File: src/rtl/load_hazard_scoreboard_pkg.sv
// hazard_pkg: shared constants, register index type and counter-width helper for the load hazard scoreboard
package hazard_pkg;
  localparam int NUM_REGS_D   = 32;
  localparam int REG_ADDR_W_D = 5;
  typedef logic [REG_ADDR_W_D-1:0] reg_idx_t;
  function automatic int lat_w(input int l);
    return $clog2(l + 1);
  endfunction
endpackage

File: src/rtl/load_hazard_scoreboard_entry.sv
// hazard_sb_entry: one per-register countdown; busy while a load result is not yet forwardable
module hazard_sb_entry
  import hazard_pkg::*;
#(
  parameter int LOAD_LATENCY = 1,
  parameter int CW           = lat_w(LOAD_LATENCY)
) (
  input  logic clk,
  input  logic reset,
  input  logic i_load,
  input  logic i_clear,
  output logic o_busy
);
  logic [CW-1:0] r_cnt;
  assign o_busy = |r_cnt;
  always_ff @(posedge clk) begin
    if (reset) r_cnt <= '0;
    else if (i_load) r_cnt <= CW'(LOAD_LATENCY);
    else if (i_clear) r_cnt <= '0;
    else if (o_busy) r_cnt <= r_cnt - CW'(1);
  end
endmodule

File: src/rtl/load_hazard_scoreboard.sv
// load_hazard_scoreboard: per-register countdown load-use hazard unit driving fetch/IF-ID stalls and ID/EX bubbles.
// Optional saturating stall statistics counter enabled by HAZARD_STATS_EN.
module load_hazard_scoreboard
  import hazard_pkg::*;
#(
  parameter int NUM_REGS     = NUM_REGS_D,
  parameter int REG_ADDR_W   = REG_ADDR_W_D,
  parameter int LOAD_LATENCY = 1,
  parameter int STAT_W       = 16
) (
  input  logic                  clk,
  input  logic                  reset,
  input  logic [REG_ADDR_W-1:0] if_id_rs,
  input  logic [REG_ADDR_W-1:0] if_id_rt,
  input  logic                  if_id_rs_used,
  input  logic                  if_id_rt_used,
  input  logic                  issue_valid,
  input  logic                  issue_mem_read,
  input  logic                  issue_reg_write,
  input  logic [REG_ADDR_W-1:0] issue_rd,
  input  logic                  flush,
  output logic                  pc_write,
  output logic                  if_id_write,
  output logic                  control_stall
`ifdef HAZARD_STATS_EN
  ,
  output logic [STAT_W-1:0]     stall_count
`endif
);
  if (LOAD_LATENCY < 1 || LOAD_LATENCY > 15 || NUM_REGS != 2**REG_ADDR_W || STAT_W < 1) begin : g_bad_cfg
    $error("load_hazard_scoreboard: illegal parameter combination");
  end
  logic [NUM_REGS-1:0] w_busy;
  logic                w_haz;
  logic                w_issue;
  logic                w_rec_ld;
  logic                w_rec_wr;
  assign w_haz = !flush & ((if_id_rs_used & (if_id_rs != '0) & w_busy[if_id_rs]) |
                           (if_id_rt_used & (if_id_rt != '0) & w_busy[if_id_rt]));
  assign w_issue  = issue_valid & issue_reg_write & !w_haz & !flush;
  assign w_rec_ld = w_issue & issue_mem_read & (issue_rd != '0);
  assign w_rec_wr = w_issue & !issue_mem_read;
  assign control_stall = w_haz;
  assign pc_write      = !w_haz;
  assign if_id_write   = !w_haz;
  // r0 is hard-wired zero, so it never gets an entry
  assign w_busy[0] = 1'b0;
  for (genvar i = 1; i < NUM_REGS; i++) begin : g_entry
    hazard_sb_entry #(.LOAD_LATENCY(LOAD_LATENCY)) u_entry (
      .clk    (clk),
      .reset  (reset),
      .i_load (w_rec_ld & (issue_rd == REG_ADDR_W'(i))),
      .i_clear(w_rec_wr & (issue_rd == REG_ADDR_W'(i))),
      .o_busy (w_busy[i])
    );
  end
`ifdef HAZARD_STATS_EN
  logic [STAT_W-1:0] r_stall_count;
  assign stall_count = r_stall_count;
  always_ff @(posedge clk) begin
    if (reset) r_stall_count <= '0;
    else if (w_haz && !(&r_stall_count)) r_stall_count <= r_stall_count + STAT_W'(1);
  end
`endif
endmodule
File: config.mk
export PLATFORM = sky130hd
export DESIGN_NAME = load_hazard_scoreboard
export DESIGN_NICKNAME = d
export VERILOG_FILES = /design/src/rtl/load_hazard_scoreboard_pkg.sv /design/src/rtl/load_hazard_scoreboard_entry.sv /design/src/rtl/load_hazard_scoreboard.sv
export SDC_FILE = /design/constraint.sdc
export NUM_CORES = 1
export LEC_CHECK = 0
export ABC_AREA = 1
export BUFFER_PORTS_ARGS = -buffer_cell sky130_fd_sc_hd__buf_4
export CELL_PAD_IN_SITES_DETAIL_PLACEMENT = 0
export CELL_PAD_IN_SITES_GLOBAL_PLACEMENT = 1
export CORE_MARGIN = 1
export CORE_UTILIZATION = 36
export CTS_CLUSTER_DIAMETER = 60
export DETAILED_ROUTE_END_ITERATION = 12
export GPL_ROUTABILITY_DRIVEN = 0
export GPL_TIMING_DRIVEN = 0
export PLACE_DENSITY_LB_ADDON = 0.1
export SKIP_CTS_REPAIR_TIMING = 1
export SYNTH_ARGS = -nofsm -noshare
export SYNTH_HDL_FRONTEND = slang
export SYNTH_SLANG_ARGS = --single-unit
File: constraint.sdc
create_clock -name clk -period 3.5 [get_ports clk]
set_clock_uncertainty 0.05 [all_clocks]
set_input_delay 0.7 -clock clk [delete_from_list [all_inputs] [get_ports clk]]
set_output_delay 0.7 -clock clk [all_outputs]
set_load 0.005 [all_outputs]
==> impl_metrics.tcl <==
set metrics [dict create \
    crit_path_start_kind "primary input" \
    ant_nets 0 \
    wl_per_cell_um 11.6 \
    ys_seq_area_share_pct 34.4 \
    area_growth_pct 19.1 \
    reg2reg_depth 10 \
    min_to "g_entry[16].u_entry.o_busy" \
    slew_viol_final 0 \
    tightest_slew_ns 0.361 \
    path_cells "buf_4 > buf_6 > buf_8 > nand2_1 > o211ai_1 > nand3_1 > nand3_1 > nand3_2 > nand3_2 > a21oi_1 > inv_1 > buf_4 > buf_4" \
    design_area_um2 2150 \
    power_frac_comb_pct 16.1 \
    clk_latency_ns 0.27 \
    cts_max_level 2 \
    drt_iter0_drc 83 \
    synth-seq-cells 31 \
    setup_viol 0 \
    final_common_cell "nand2_1" \
    powerDensity_nw_per_um2 346 \
    synth_top_area_share_pct 34.4 \
    timing.final.crit_period_ns 2.95 \
    max_freq_mhz 339 \
    viasPerCell 4.39 \
    hold_viol_final 0 \
    synth_ff_type "dfxtp_1" \
    endpoint_kind "primary output" \
    switching_share_pct 25.0 \
    yosysUniqueCellTypes 20 \
    initial_core_util_pct 37.7 \
    synth_top_area_cell "dfxtp_1" \
    avgSynthCellArea_um2 6.38 \
    holdPathStages 4 \
    netlist_instances 283 \
    drtPass1Iterations 4 \
    fp.dieW_um 72.8 \
    largest_register_ffs 31 \
    cts_made_buffers 5 \
    fin_nets 336 \
    grt_overflow_total 0 \
    tritoncts "yes" \
    critical_path.max_stage_delay_ns 0.22 \
    drv_cap 0 \
    io_pins 26 \
    relSlewSlack_pct 75.9 \
    syn-cell-area_um2 1800 \
    p_seq_share_pct 47.5 \
    p_leak_nw 0.995 \
    timing.setup.tns_ns 0 \
    grt_setup_unrepaired "no" \
    final_cell_mix "nand2_1 (83), inv_1 (47), nand3_1 (46)" \
    dpl.hpwl_um 3620 \
    grt_antenna_before_repair 0 \
    core_area_um2 4790 \
    hold_class "in -> reg" \
    cts.clk_slew.worst_paths_ns 0.06 \
    grt_pass1_wl_um 7360 \
    diodes 0 \
    dpl.cell_count 373 \
    grt_pass1_vias 1576 \
    worst-path-max-fanout 10 \
    synthTopCellsByArea "dfxtp_1 (34%), nand2_1 (17%), nand3_1 (13%), inv_1 (9.8%), nor2_1 (6.2%)" \
    synth-edff-count 0 \
    io_buffers 23 \
    wirelength_um 4400 \
    cts_buffer_depth 2 \
    vias 1667 \
    p_int_mw 0.558 \
    die-area_um2 5300 \
    p_clk_share_pct 36.3 \
    path_common_cell "buf_4" \
    grt_usage_pct 18.4 \
    grt_max_degree 11 \
    max-vdd-ir-drop_mv 0.186 \
    crit_required_ns 2.75 \
    cts_sinks 31 \
    finalCritPeriodShare_pct 84.2 \
    syn_nets 306 \
    switchingPower_mw 0.186 \
    async_flop_share_pct 0 \
    r2r-start "g_entry[5].u_entry.o_busy" \
    num_rows 25 \
    status "complete, no violations" \
    clock-root-buffer "clkbuf_8" \
    nFillCells 538 \
    drc 0 \
    hp-start "issue_rd[3]" \
    yosysWarningCount 0 \
    placed_area_um2 2060 \
    die_h_um 72.8 \
    drive_gt1_share_pct 20.1 \
    critPathKind "in -> out" \
    cp.arrival_ns 2.20 \
    slowest_stage "a21oi_1" \
    r2r_slack_ns 1.90 \
    timing.rr.end "g_entry[27].u_entry.o_busy" \
    final_cells 380 \
]
[stage by stage]
step / setup slack, ns / utilization, % / power [mW] / hold slack (ns)
finish: 0.554 / 44.9 / 0.743 / 0.699
global placement: 0.539 / 43.1 / 0.482 / 0.991
global route: 0.418 / 44.9 / 0.784 / 0.728
CTS: 0.544 / 44.9 / 0.749 / 0.699
floorplan: 0.881 / - / 0.438 / 0.849
detailed placement: 0.548 / 43.1 / 0.482 / 0.989
[critical path, delay by kind of cell]
family / cells / cell delay (ns)
buffers and inverters: 6 / 0.72
and+or+nand+nor: 5 / 0.47
AOI/OAI and AO/OA: 2 / 0.30
[power groups by stage]
stage                     Sequential [mW]  Clock [mW]  Combinational, mW
final                               0.353       0.270              0.120
after global routing                0.353       0.297              0.135
after CTS                           0.353       0.275              0.121
after detailed placement            0.361           0              0.121
after global placement              0.361           0              0.121
after floorplan                     0.361           0             0.0767
[kinds of logic after synthesis]
| group | Yosys count | synth area share [%] |
|---|---|---|
| flip-flops | 31 | 34.4 |
| AND/OR/NAND/NOR | 182 | 46.5 |
| buffers and inverters | 60 | 15.6 |
| AO/OA/AOI/OAI | 10 | 3.47 |
[per-layer routing]
metal / part of all wire (%) / GRT usage (%) / vias to the layer above
li1: - / - / 923
met1: 49 / 25.2 / 683
met2: 44 / 29.0 / 53
met3: 4.9 / 3.04 / 8
met4: 1.4 / 7.19 / 0
met5: 0 / 0 / -
[layout make-up]
| class | count | area, µm² | area share [%] |
|---|---|---|---|
| buffer | 11 | 97.6 | 4.54 |
| clock buffer | 6 | 82.6 | 3.84 |
| clock inverter | 1 | 5.00 | 0.233 |
| inverter | 49 | 184 | 8.56 |
| multi-input combinational | 192 | 902 | 42.0 |
| sequential | 31 | 621 | 28.9 |
| tap | 67 | 83.8 | 3.90 |
| timing repair buffer | 23 | 173 | 8.04 |
[synth_stat cells (3+ instances only)]
master / count
buf_2: 3
nand3_1: 46
a21oi_1: 3
buf_6: 4
inv_1: 47
dfxtp_1: 31
nor2_1: 30
buf_4: 3
nand2_1: 83
nor2_2: 14
o211ai_1: 5
nand3_2: 3
[worst max-delay path by stage]
stage / startpoint / endpoint / slack [ns] / cells after the start
floorplan: if_id_rt[1] / pc_write / 0.88 / 10
global placement: if_id_rs[0] / pc_write / 0.54 / 13
detailed placement: if_id_rs[0] / pc_write / 0.55 / 13
CTS: if_id_rs[0] / pc_write / 0.54 / 13
global route: if_id_rt[1] / pc_write / 0.42 / 13
finish: if_id_rs[0] / pc_write / 0.55 / 13
No activity file was read; power rests on OpenSTA's default activity.
